File: src/rtl/instr_fetch_unit_pkg.sv
// Shared fetch-path constants and the queue entry layout.
// Used by instr_fetch_unit and fetch_queue.
package instr_fetch_unit_pkg;

  localparam int PC_W    = 32;
  localparam int INSTR_W = 32;
  localparam int ENTRY_W = PC_W + INSTR_W;

  localparam logic [PC_W-1:0]    RESET_VECTOR = 32'h0000_0000;
  localparam logic [INSTR_W-1:0] NOP_INSTR    = 32'h0000_0013;

  // One queued fetch: the byte PC and the instruction word read at that PC.
  typedef struct packed {
    logic [PC_W-1:0]    pc;
    logic [INSTR_W-1:0] instr;
  } fetch_entry_t;

  // Force a byte address onto a word boundary.
  function automatic logic [PC_W-1:0] align_pc(input logic [PC_W-1:0] a);
    return {a[PC_W-1:2], 2'b00};
  endfunction

endpackage

File: src/rtl/fetch_queue.sv
// Small in-order FIFO of fetched {pc, instr} entries.
// Head is read combinationally so a pushed entry is visible the next cycle.
// Flush has priority over push; pop is ignored when empty; pointers wrap
// naturally because DEPTH is a power of two.
module fetch_queue
  import instr_fetch_unit_pkg::*;
#(
  parameter int DEPTH = 2,
  parameter int W     = ENTRY_W
) (
  input  logic         clk,
  input  logic         rst,
  input  logic         i_push,
  input  logic         i_pop,
  input  logic         i_flush,
  input  logic [W-1:0] i_din,
  output logic         o_full,
  output logic         o_empty,
  output logic [W-1:0] o_head
);

  localparam int PTR_W = (DEPTH > 1) ? $clog2(DEPTH) : 1;
  localparam int CNT_W = PTR_W + 1;

  logic [W-1:0]     r_mem [DEPTH];
  logic [PTR_W-1:0] r_wr_ptr;
  logic [PTR_W-1:0] r_rd_ptr;
  logic [CNT_W-1:0] r_count;

  logic w_do_pop;
  logic w_do_push;

  assign o_empty   = (r_count == '0);
  assign o_full    = (r_count == CNT_W'(DEPTH));
  assign o_head    = r_mem[r_rd_ptr];
  assign w_do_pop  = i_pop & ~o_empty & ~i_flush;
  // A full queue may still accept a push when the head leaves this cycle.
  assign w_do_push = i_push & ~i_flush & (~o_full | w_do_pop);

  // Entry storage: written on push, never reset (contents gated by count).
  always_ff @(posedge clk) begin
    if (w_do_push) begin
      r_mem[r_wr_ptr] <= i_din;
    end
  end

  // Pointer and occupancy tracking; flush empties the queue in one cycle.
  always_ff @(posedge clk or posedge rst) begin
    if (rst) begin
      r_wr_ptr <= '0;
      r_rd_ptr <= '0;
      r_count  <= '0;
    end else if (i_flush) begin
      r_wr_ptr <= '0;
      r_rd_ptr <= '0;
      r_count  <= '0;
    end else begin
      if (w_do_push) begin
        r_wr_ptr <= r_wr_ptr + PTR_W'(1);
      end
      if (w_do_pop) begin
        r_rd_ptr <= r_rd_ptr + PTR_W'(1);
      end
      case ({w_do_push, w_do_pop})
        2'b10:   r_count <= r_count + CNT_W'(1);
        2'b01:   r_count <= r_count - CNT_W'(1);
        default: r_count <= r_count;
      endcase
    end
  end

endmodule

File: src/rtl/instr_fetch_unit.sv
// Instruction fetch unit: owns the PC, drives the word address to the
// instruction memory, captures the returned word into fetch_queue and hands
// {pc, instr} pairs to decode over valid/ready. A redirect flushes the queue
// and reloads the PC; it wins over everything else.
// Optional feature macro: FETCH_MISALIGN_EN adds a sticky misaligned-redirect
// error output (o_misalign_err) that halts fetch until an aligned redirect.
module instr_fetch_unit
  import instr_fetch_unit_pkg::*;
#(
  parameter logic [31:0] RESET_PC = RESET_VECTOR,
  parameter int          DEPTH    = 2,
  parameter int          ADDR_W   = 30
) (
  input  logic              clk,
  input  logic              rst,
  input  logic              i_fetch_en,
  output logic [ADDR_W-1:0] o_imem_addr,
  input  logic [31:0]       i_imem_dword,
  input  logic              i_redirect_valid,
  input  logic [31:0]       i_redirect_pc,
  output logic              o_out_valid,
  input  logic              i_out_ready,
  output logic [31:0]       o_out_instr,
  output logic [31:0]       o_out_pc
`ifdef FETCH_MISALIGN_EN
  ,
  output logic              o_misalign_err
`endif
);

  logic [PC_W-1:0] r_pc;
  logic [PC_W-1:0] w_redirect_target;
  logic            w_halt;
  logic            w_full;
  logic            w_empty;
  logic            w_pop;
  logic            w_push;
  fetch_entry_t    w_push_entry;
  fetch_entry_t    w_head;

  assign o_imem_addr = r_pc[PC_W-1 -: ADDR_W];

`ifdef FETCH_MISALIGN_EN
  logic r_misalign;

  assign w_redirect_target = i_redirect_pc;
  assign w_halt            = r_misalign;
  assign o_misalign_err    = r_misalign;

  // Sticky error: every redirect re-evaluates it, so an aligned one clears it.
  always_ff @(posedge clk or posedge rst) begin
    if (rst) begin
      r_misalign <= 1'b0;
    end else if (i_redirect_valid) begin
      r_misalign <= |i_redirect_pc[1:0];
    end
  end
`else
  logic w_unused_low_bits;

  // Low byte-offset bits of the target carry no meaning without the error path.
  assign w_unused_low_bits = ^i_redirect_pc[1:0];
  assign w_redirect_target = align_pc(i_redirect_pc);
  assign w_halt            = 1'b0;
`endif

  assign o_out_valid = ~w_empty & ~w_halt;
  assign w_pop       = o_out_valid & i_out_ready;
  assign w_push      = i_fetch_en & ~i_redirect_valid & ~w_halt & (~w_full | w_pop);

  assign w_push_entry.pc    = r_pc;
  assign w_push_entry.instr = i_imem_dword;

  assign o_out_pc    = w_head.pc;
  assign o_out_instr = w_head.instr;

  // PC: redirect reloads, a successful push advances by one word (wraps at 2^32).
  always_ff @(posedge clk or posedge rst) begin
    if (rst) begin
      r_pc <= RESET_PC;
    end else if (i_redirect_valid) begin
      r_pc <= w_redirect_target;
    end else if (w_push) begin
      r_pc <= r_pc + PC_W'(4);
    end
  end

  fetch_queue #(
    .DEPTH (DEPTH),
    .W     (ENTRY_W)
  ) u_queue (
    .clk     (clk),
    .rst     (rst),
    .i_push  (w_push),
    .i_pop   (w_pop),
    .i_flush (i_redirect_valid),
    .i_din   (w_push_entry),
    .o_full  (w_full),
    .o_empty (w_empty),
    .o_head  (w_head)
  );

endmodule
File: config.mk
export PLATFORM = sky130hd
export DESIGN_NAME = instr_fetch_unit
export DESIGN_NICKNAME = d
export VERILOG_FILES = /design/src/rtl/instr_fetch_unit_pkg.sv /design/src/rtl/fetch_queue.sv /design/src/rtl/instr_fetch_unit.sv
export SDC_FILE = /design/constraint.sdc
export NUM_CORES = 1
export LEC_CHECK = 0
export ABC_CLOCK_PERIOD_IN_PS = 7700
export BUFFER_PORTS_ARGS = -buffer_cell sky130_fd_sc_hd__buf_2
export CAP_MARGIN = 10
export CORE_ASPECT_RATIO = 1.4
export CORE_UTILIZATION = 53
export DETAILED_ROUTE_END_ITERATION = 16
export GPL_ROUTABILITY_DRIVEN = 0
export HOLD_SLACK_MARGIN = 0.02
export PLACE_DENSITY = 0.8
export SLEW_MARGIN = 20
export SYNTH_ARGS = -nofsm -noshare
export SYNTH_HDL_FRONTEND = slang
export SYNTH_SLANG_ARGS = --single-unit
File: constraint.sdc
create_clock -name clk -period 7.7 [get_ports clk]
set_input_delay 0 -clock clk [delete_from_list [all_inputs] [get_ports clk]]
set_output_delay 0 -clock clk [all_outputs]
set_load 0.02 [all_outputs]
==> key figures, run 1 <==
Die
  • Die Ht: between 100 and 150 um
  • Row cnt: 47
  • Core ar.: 11800 sq um
  • Die ar.: between 10000 and 15000 sq um
  • Effective utilization at floorplan: 54.4%
  • Die Span X: approximately 95 um
  • I/O pin count: between 150 and 200

Pwr
  • Cell Pwr Density: between 200 and 250 nW/um^2
  • Sw Pwr: between 400 and 500 uW
  • IR drop worst, VDD: between 0.15 and 0.2 mV
  • Total Power: between 2000 and 2500 uW
  • Logic gate share of total power: 12.4%
  • Sw frac: between 20% and 30%
  • Clock group share of total power: approximately two fifths
  • Int Pwr: 1640 uW
  • Sequential share of power: 47.3%
  • LEAKAGE: between 0.003 and 0.004 uW

Global route
  • Most Crowded Layer GR: met2
  • Largest net degree at the start of global routing: 66
  • Met1 usage: 26.1%
  • First-pass GRT wire length: roughly 21 mm
  • Initial antenna violation count: 0
  • All-layer global routing usage: between 20% and 30%
  • Vias in the first global route: between 4000 and 5000
  • Total congestion overflow: 0
  • Met2 Track Usage GR: slightly below 40%
  • Met3 Resource Use GR: just under 6%

Logic synthesis
  • Post-Synth Adder-Cell Area: less than 1%
  • Mux cell area share after synthesis: between 10% and 20%
  • Post-Syn Area: approximately 6400 sq um
  • Synth Area in Compound Gates: approximately 2.4%
  • Top cell type's share of synthesized area: slightly below 60%
  • Syn_area_per_cell: roughly 16 sq um
  • Top-count cell post-synth: edfxtp_1
  • Syn Inst Count: between 400 and 500
  • Top cells by area, synth: edfxtp_1 (58%), dfrtp_1 (13%), mux2_2 (11%)
  • Post-synthesis async set-or-reset flop share: 21.5%
  • Simple-gate share of the synthesized area: between 8 and 9%
  • Synth Area in XOR/XNOR: between 4 and 5%
  • Synth Flop Type: edfxtp_1
  • Register area share after synthesis: between 70 and 80%
  • Synth warnings: 0
  • FF+latch count, synth: around 160
  • Most common library cells after synthesis: edfxtp_1 (124), mux2_2 (64), nand2_1 (38), dfrtp_1 (34), o21ai_1 (27)
  • Distinct cell type count after synthesis: 36
  • Largest family of logic cells by synthesized area: multiplexers
  • Cell taking the most area after synthesis: edfxtp_1
  • Number of synthesized flops with an enable pin: about 120

Detailed routing
  • Final ANT Viol Nets: 0
  • Drt total wl: around 14 mm
  • Routed WL per cell: between 15 and 20 um
  • DR iter-0 viols: roughly 160
  • Routed vias: 4222
  • Residual DRC: 0
  • First-pass DRT Iterations: 4
  • Via density per instance: between 5 and 6

STA
  • Worst clock skew: approximately 0.012 ns
  • Final slew viol count: 0
  • Final Critical Period: 2.50 ns
  • Achievable Freq: between 0.3 and 0.4 GHz
  • Final hold violation count: 0
  • Measured slew at the worst slew-check pin: approximately 0.70 ns
  • Final setup fails: 0
  • Worst slew margin: between 50% and 60%
  • Final worst path period share: about a third
  • RSZ-0062 raised after global routing: false
  • Setup TNS: 0 ns

Clock network
  • TritonCTS clock tree: yes
  • Clock Root Buffer: clkbuf_16
  • Clock slew at reported path FFs: 0.06 ns
  • Max Root-Sink Buffers: 2
  • Clock latency on the worst-skew pair: 0.42 ns
  • Post CTS Setup Buffer Count: 0
  • Clock sinks: 158
  • CTS resizes: 0
  • Hold buffers post-CTS: between 60 and 70
  • Total CTS buffers: 17
  • H-tree Lvls: 4

Setup path
  • CP Cell Sequence: or3b_4 -> and2_4 -> and3b_2 -> buf_4
  • Crit. End Element: flip-flop
  • Crit-path max cell delay: 0.56 ns
  • Crit path max fanout: just over 40
  • CP required: about 7.7 ns
  • Slowest CP cell: and3b_2
  • Worst Path Class, Setup: reg2reg
  • Startpoint types: flip-flop
  • Worst EP arrival: around 2.6 ns
  • WP buf/inv: 1
  • Largest delay contributor family on the critical path: simple AND/OR/NAND/NOR gates

Final layout
  • Share of cells above drive strength 1: just over 40%
  • Final cell count without fillers: 798
  • Area delta synth->final: 34.1%
  • Post-Route Utilization: between 70 and 80%
  • Final Cell Area: 8620 sq um
  • Ant diodes: 0
  • Final nets: just over 700

Job
  • Max Cap Violations: 0

Status
  • Outcome: complete, no violations

Placed design
  • Cell total after placement: 702
  • Placed instance area: roughly 7400 sq um
  • Port bufs: about 160
  • DP HPWL: ~8.2 mm

Worst hold path
  • Hold/Removal Path Class: in2reg
-- cell usage in the layout (no fill, tap or decap), drive strengths merged --
master       instances
or2                  1
bufinv               4
xor2                23
mux2                64
nor3                 5
buf                165
xnor2                8
or3b                 1
and4                 6
nand4               16
and3                 6
clkinv               3
clkinvlp             3
nand2               38
edfxtp             124
and2                 6
clkbuf              21
and3b                1
nor2b                3
dlygate4sd3         64
nor3b                1
o21ai               31
nor2                 4
or3                  1
dfrtp               34
conb                 2
and2b                1
nand3                8
ha                   1
mux2i                2
inv                  3
and4b                1
-- sequential cells by signal (all words and copies together), names as in the netlist --
name              cells
r_pc                 30
u_queue.r_rd_ptr      1
u_queue.r_count       2
u_queue.r_wr_ptr      1
u_queue.r_mem       124
-- power groups by stage --
stage               clock (uW)  sequential (uW)  combinational, uW
finish                     862             1010                265
global route               908             1020                284
CTS                        878             1010                265
detailed placement           0             1030                238
global placement             0             1030                233
floorplan                    0             1040                140
-- worst min-delay path, stage by stage --
cell and delay (ns):
buf_2 0.12, mux2_2 0.14, o21ai_0 0.07, nor2_1 0.08
-- cell families after synthesis --
| logic type | Yosys count |
|---|---|
| flip-flops | 158 |
| AND/OR/NAND/NOR | 99 |
| multiplexers | 66 |
| AO/OA/AOI/OAI | 31 |
| XOR/XNOR | 31 |
| buffers and inverters | 22 |
| adder cells (fa/ha/maj) | 1 |
| other | 1 |
-- routing by layer --
metal	wire, um	up-vias
met4	317	0
met5	0	-
li1	-	1982
met3	719	31
met1	5190	2049
met2	7430	160
-- through the flow --
stage	hold WS, ns	setup slack (ns)
global route	0.0774	5.08
CTS	0.0223	5.18
detailed placement	0.130	5.21
finish	0.0532	5.20
global placement	0.121	5.28
floorplan	0.0989	1.69
-- worst paths after layout --
kind,slack (ns),startpoint,cells past startpoint,end
max,5.20,u_queue.r_count[1],4,u_queue.r_mem[1][55]
min,0.05,i_fetch_en,4,u_queue.r_count[0]
max reg2reg,5.20,u_queue.r_count[1],4,u_queue.r_mem[1][55]
min reg2reg,0.55,r_pc[18],0,u_queue.r_mem[1][50]
max in group asynchronous,7.07,rst,4,u_queue.r_rd_ptr
min in group asynchronous,0.27,rst,4,r_pc[14]
-- cell type report --
class | count | area, sq um
clock inverter | 11 | 164
clock buffer | 21 | 450
inverter | 2 | 7.51
tap | 147 | 184
multi-input combinational | 230 | 1750
timing repair buffer | 229 | 1480
sequential | 158 | 4580
fill | 779 | 3200
Note: power is estimated with default switching activity, not from simulation.
==> inputs of run 2 (changes only) <==
- ABC_AREA: not set -> 1
- ABC_CLOCK_PERIOD_IN_PS: 7700 -> 2290
- CORE_UTILIZATION: 53 -> 49
- PLACE_DENSITY: 0.8 -> 0.77
- clock period: 7.7 -> 2.29 ns (I/O delays scaled with it)
==> run 2 against run 1 <==
  * Clock power grew to 3.2 times the previous value
  * Largest power group unchanged
  * Sequential cell count is the same
  * Critical path type unchanged
  * Via count grew 34%
==> key figures, run 2 <==
Status
  • Outcome: complete, no violations

STA
  • Worst slew margin: 54.4% (+1.3 points)
  • Final worst path period share: 87.9% (+55 points)
  • Final Critical Period: 2.01 ns (-0.491 ns)
  • Hold WS: 0.0575 ns (+0.00423 ns)
  • Worst clock skew: 0.0147 ns (+0.00230 ns)
  • Final slew viol count: 0 (unchanged)
  • Achievable Freq: 0.497 GHz (+24%)
  • Measured slew at the worst slew-check pin: 0.684 ns (-0.0202 ns)
  • Setup WS post-layout: 0.278 ns (-4.92 ns)
  • Final setup fails: 0 (unchanged)
  • RSZ-0062 raised after global routing: false
  • Setup TNS: 0 ns (unchanged)
  • Final hold violation count: 0 (unchanged)

Clock network
  • TritonCTS clock tree: yes
  • Clock latency on the worst-skew pair: 0.41 ns (about the same)
  • H-tree Lvls: 4 (unchanged)
  • CTS resizes: 0 (unchanged)
  • Max Root-Sink Buffers: 2 (unchanged)
  • Hold buffers post-CTS: 71 (+11%)
  • Post CTS Setup Buffer Count: 0 (unchanged)
  • Clock Root Buffer: clkbuf_16
  • Clock slew at reported path FFs: 0.07 ns (about the same)
  • Clock sinks: 158 (unchanged)
  • Total CTS buffers: 17 (unchanged)

Global route
  • Vias in the first global route: 5339 (+21%)
  • Met1 usage: 26.6% (+0.49 points)
  • Largest net degree at the start of global routing: 63 (-4.5%)
  • Met2 Track Usage GR: 41.6% (+2.4 points)
  • Most Crowded Layer GR: met2
  • All-layer global routing usage: 23.0% (+0.14 points)
  • Total congestion overflow: 0 (unchanged)
  • Initial antenna violation count: 0 (unchanged)
  • Met3 Resource Use GR: 4.72% (-1.0 points)
  • First-pass GRT wire length: 25.2 mm (+18%)

Detailed routing
  • Drt total wl: 16.4 mm (+20%)
  • DR iter-0 viols: 234 (+45%)
  • Routed vias: 5652 (+34%)
  • Final ANT Viol Nets: 0 (unchanged)
  • Residual DRC: 0 (unchanged)
  • Routed WL per cell: 14.2 um (-17%)
  • First-pass DRT Iterations: 4 (unchanged)
  • Via density per instance: 4.88 (-7.7%)

Final layout
  • Ant diodes: 0 (unchanged)
  • Fill cells: 1074 (+38%)
  • Area delta synth->final: 33.4%
  • Most common cell after layout, fill and taps aside: nand2_1
  • Post-Route Utilization: 67.0% (-5.9 points)
  • Max reg flops: 124 (unchanged)
  • Final cell count without fillers: 1158 (+45%)
  • Share of cells above drive strength 1: 22.9% (-18 points)
  • Final nets: 1030 (+45%)
  • Most frequent cells in the layout: nand2_1 (360), buf_2 (159), edfxtp_1 (124)
  • Top flop regs: u_queue.r_mem (124), r_pc (30), u_queue.r_count (2)
  • Top reg by flops: u_queue.r_mem

Placed design
  • DP HPWL: 10.5 mm (+28%)
  • Cell total after placement: 1055 (+50%)
  • Place WS: 0.315 ns (-4.90 ns)
  • Port bufs: 159 (unchanged)

Job
  • Max Cap Violations: 0 (unchanged)

Logic synthesis
  • Post-Syn Area: 6990 sq um (+8.8%)
  • Syn Inst Count: 725 (+77%)
  • Post-Synth Adder-Cell Area: 0.179% (-0.016 points)
  • Synth Area in XOR/XNOR: 1.13% (-3.1 points)
  • Top cells by area, synth: edfxtp_1 (53%), nand2_1 (19%), dfrtp_1 (12%)
  • Post-synthesis async set-or-reset flop share: 21.5% (unchanged)
  • Top-count cell post-synth: nand2_1
  • Register area share after synthesis: 65.4% (-5.7 points)
  • Largest family of logic cells by synthesized area: simple AND/OR/NAND/NOR gates
  • Most common library cells after synthesis: nand2_1 (360), edfxtp_1 (124), inv_1 (42), nor2_1 (37), dfrtp_1 (34)
  • Synth Flop Type: edfxtp_1
  • Cell taking the most area after synthesis: edfxtp_1
  • Simple-gate share of the synthesized area: 26.2% (+18 points)
  • Synth Area in Compound Gates: 2.70% (+0.29 points)
  • Synth warnings: 0 (unchanged)
  • Top cell type's share of synthesized area: 53.3% (-4.7 points)
  • Syn_area_per_cell: 9.64 sq um (-39%)
  • Number of synthesized flops with an enable pin: 124 (unchanged)
  • Distinct cell type count after synthesis: 34 (-5.6%)
  • Mux cell area share after synthesis: 0% (-12 points)
  • FF+latch count, synth: 158 (unchanged)

Setup path
  • Crit path max fanout: 8 (-80%)
  • Slowest CP cell: dlygate4sd3_1
  • Crit-path max cell delay: 0.57 ns (about the same)
  • Worst EP arrival: 2.36 ns (-0.19 ns)
  • CP required: 2.64 ns (-5.10 ns)
  • CP Cell Sequence: nand2_1 -> nor2_2 -> nand2_1 -> o21ai_0 -> nand2_1 -> a21oi_1 -> dlygate4sd3_1
  • Worst Path Class, Setup: reg2reg
  • Most repeated library cell on the critical path: nand2_1
  • Startpoint types: flip-flop
  • Crit. End Element: flip-flop
  • WP buf/inv: 1 (unchanged)
  • Largest delay contributor family on the critical path: buffers and inverters

Pwr
  • IR drop worst, VDD: 0.458 mV (+190%)
  • LEAKAGE: 0.00422 uW (+25%)
  • Cell Pwr Density: 902 nW/um^2 (+260%)

Die
  • Die Span X: 103 um (+8.3%)
  • Die Ht: 143 um (+8.3%)
  • Effective utilization at floorplan: 50.3% (-4.1 points)
  • Die ar.: 14800 sq um (+17%)
  • I/O pin count: 164 (unchanged)
  • Row cnt: 51 (+8.5%)
  • Core ar.: 13900 sq um (+18%)

Worst hold path
  • Hold/Removal Path Class: in2reg
==> run 2: cell types whose count changed in the layout (fill, tap and decap cells not counted), sizes merged, moves of 6 or more <==
cell	previous run	this run
dlygate4sd3	64	71
nand3	8	32
nor2	4	47
nand4	16	1
and4	6	0
inv	3	51
and3	6	0
mux2	64	0
nand2	38	367
xor2	23	4
o21ai	31	18
==> run 2: final cells by class <==
cell class / instances / area (sq um) / area share, %
repair buffers: 237 / 1600 / 17.1
clock inverters: 14 / 165 / 1.77
inverters: 50 / 196 / 2.11
multi-input cells: 496 / 2130 / 22.8
well taps: 185 / 231 / 2.48
clock buffers: 18 / 429 / 4.60
flip-flops and latches: 158 / 4580 / 49.1
==> run 2: path summary, 6_finish.rpt <==
path,start,depth (start not counted),slack (ns),end
max,r_pc[4],7,0.28,r_pc[7]
min,i_fetch_en,5,0.06,u_queue.r_count[1]
max reg2reg,r_pc[4],7,0.28,r_pc[7]
min reg2reg,r_pc[31],0,0.56,u_queue.r_mem[0][63]
max in group asynchronous,rst,4,1.34,u_queue.r_rd_ptr
min in group asynchronous,rst,3,0.22,r_pc[31]
==> run 2: cells by family (layout without fill, tap and decap cells) <==
family,Yosys count,after routing
and+or+nand+nor,451,451
DFF,158,158
buffers and inverters,72,319
AOI/OAI and AO/OA,33,33
xor gates and xnor gates,9,9
adders and majority gates,1,1
other,1,2
==> run 2: routing by layer <==
metal / part of all wire (%) / wire, um
met5: 0 / 0
met3: 4.7 / 768
met2: 54 / 8840
met4: 1.9 / 305
met1: 40 / 6530
==> run 2: power by group <==
part	leakage, uW	switching [uW]	internal, uW
Combinational	0.00238	1330	664
Sequential	0.00156	232	3390
Clock	0.000284	1080	1720
Total	0.00422	2640	5770
==> run 2: worst register-to-register path, delay by kind of cell, from the launching register on <==
kind,cells,cell delay (ns)
buffers and inverters,1,0.57
and+or+nand+nor,4,0.53
AOI/OAI and AO/OA,2,0.33
DFF,1,0.53
==> run 2: metrics by stage <==
step	total power (uW)	instance area (sq um)
after floorplan	4850	7010
after global placement	5520	8020
after detailed placement	5550	8020
after CTS	8440	9320
after global routing	8820	9320
final	8410	9320
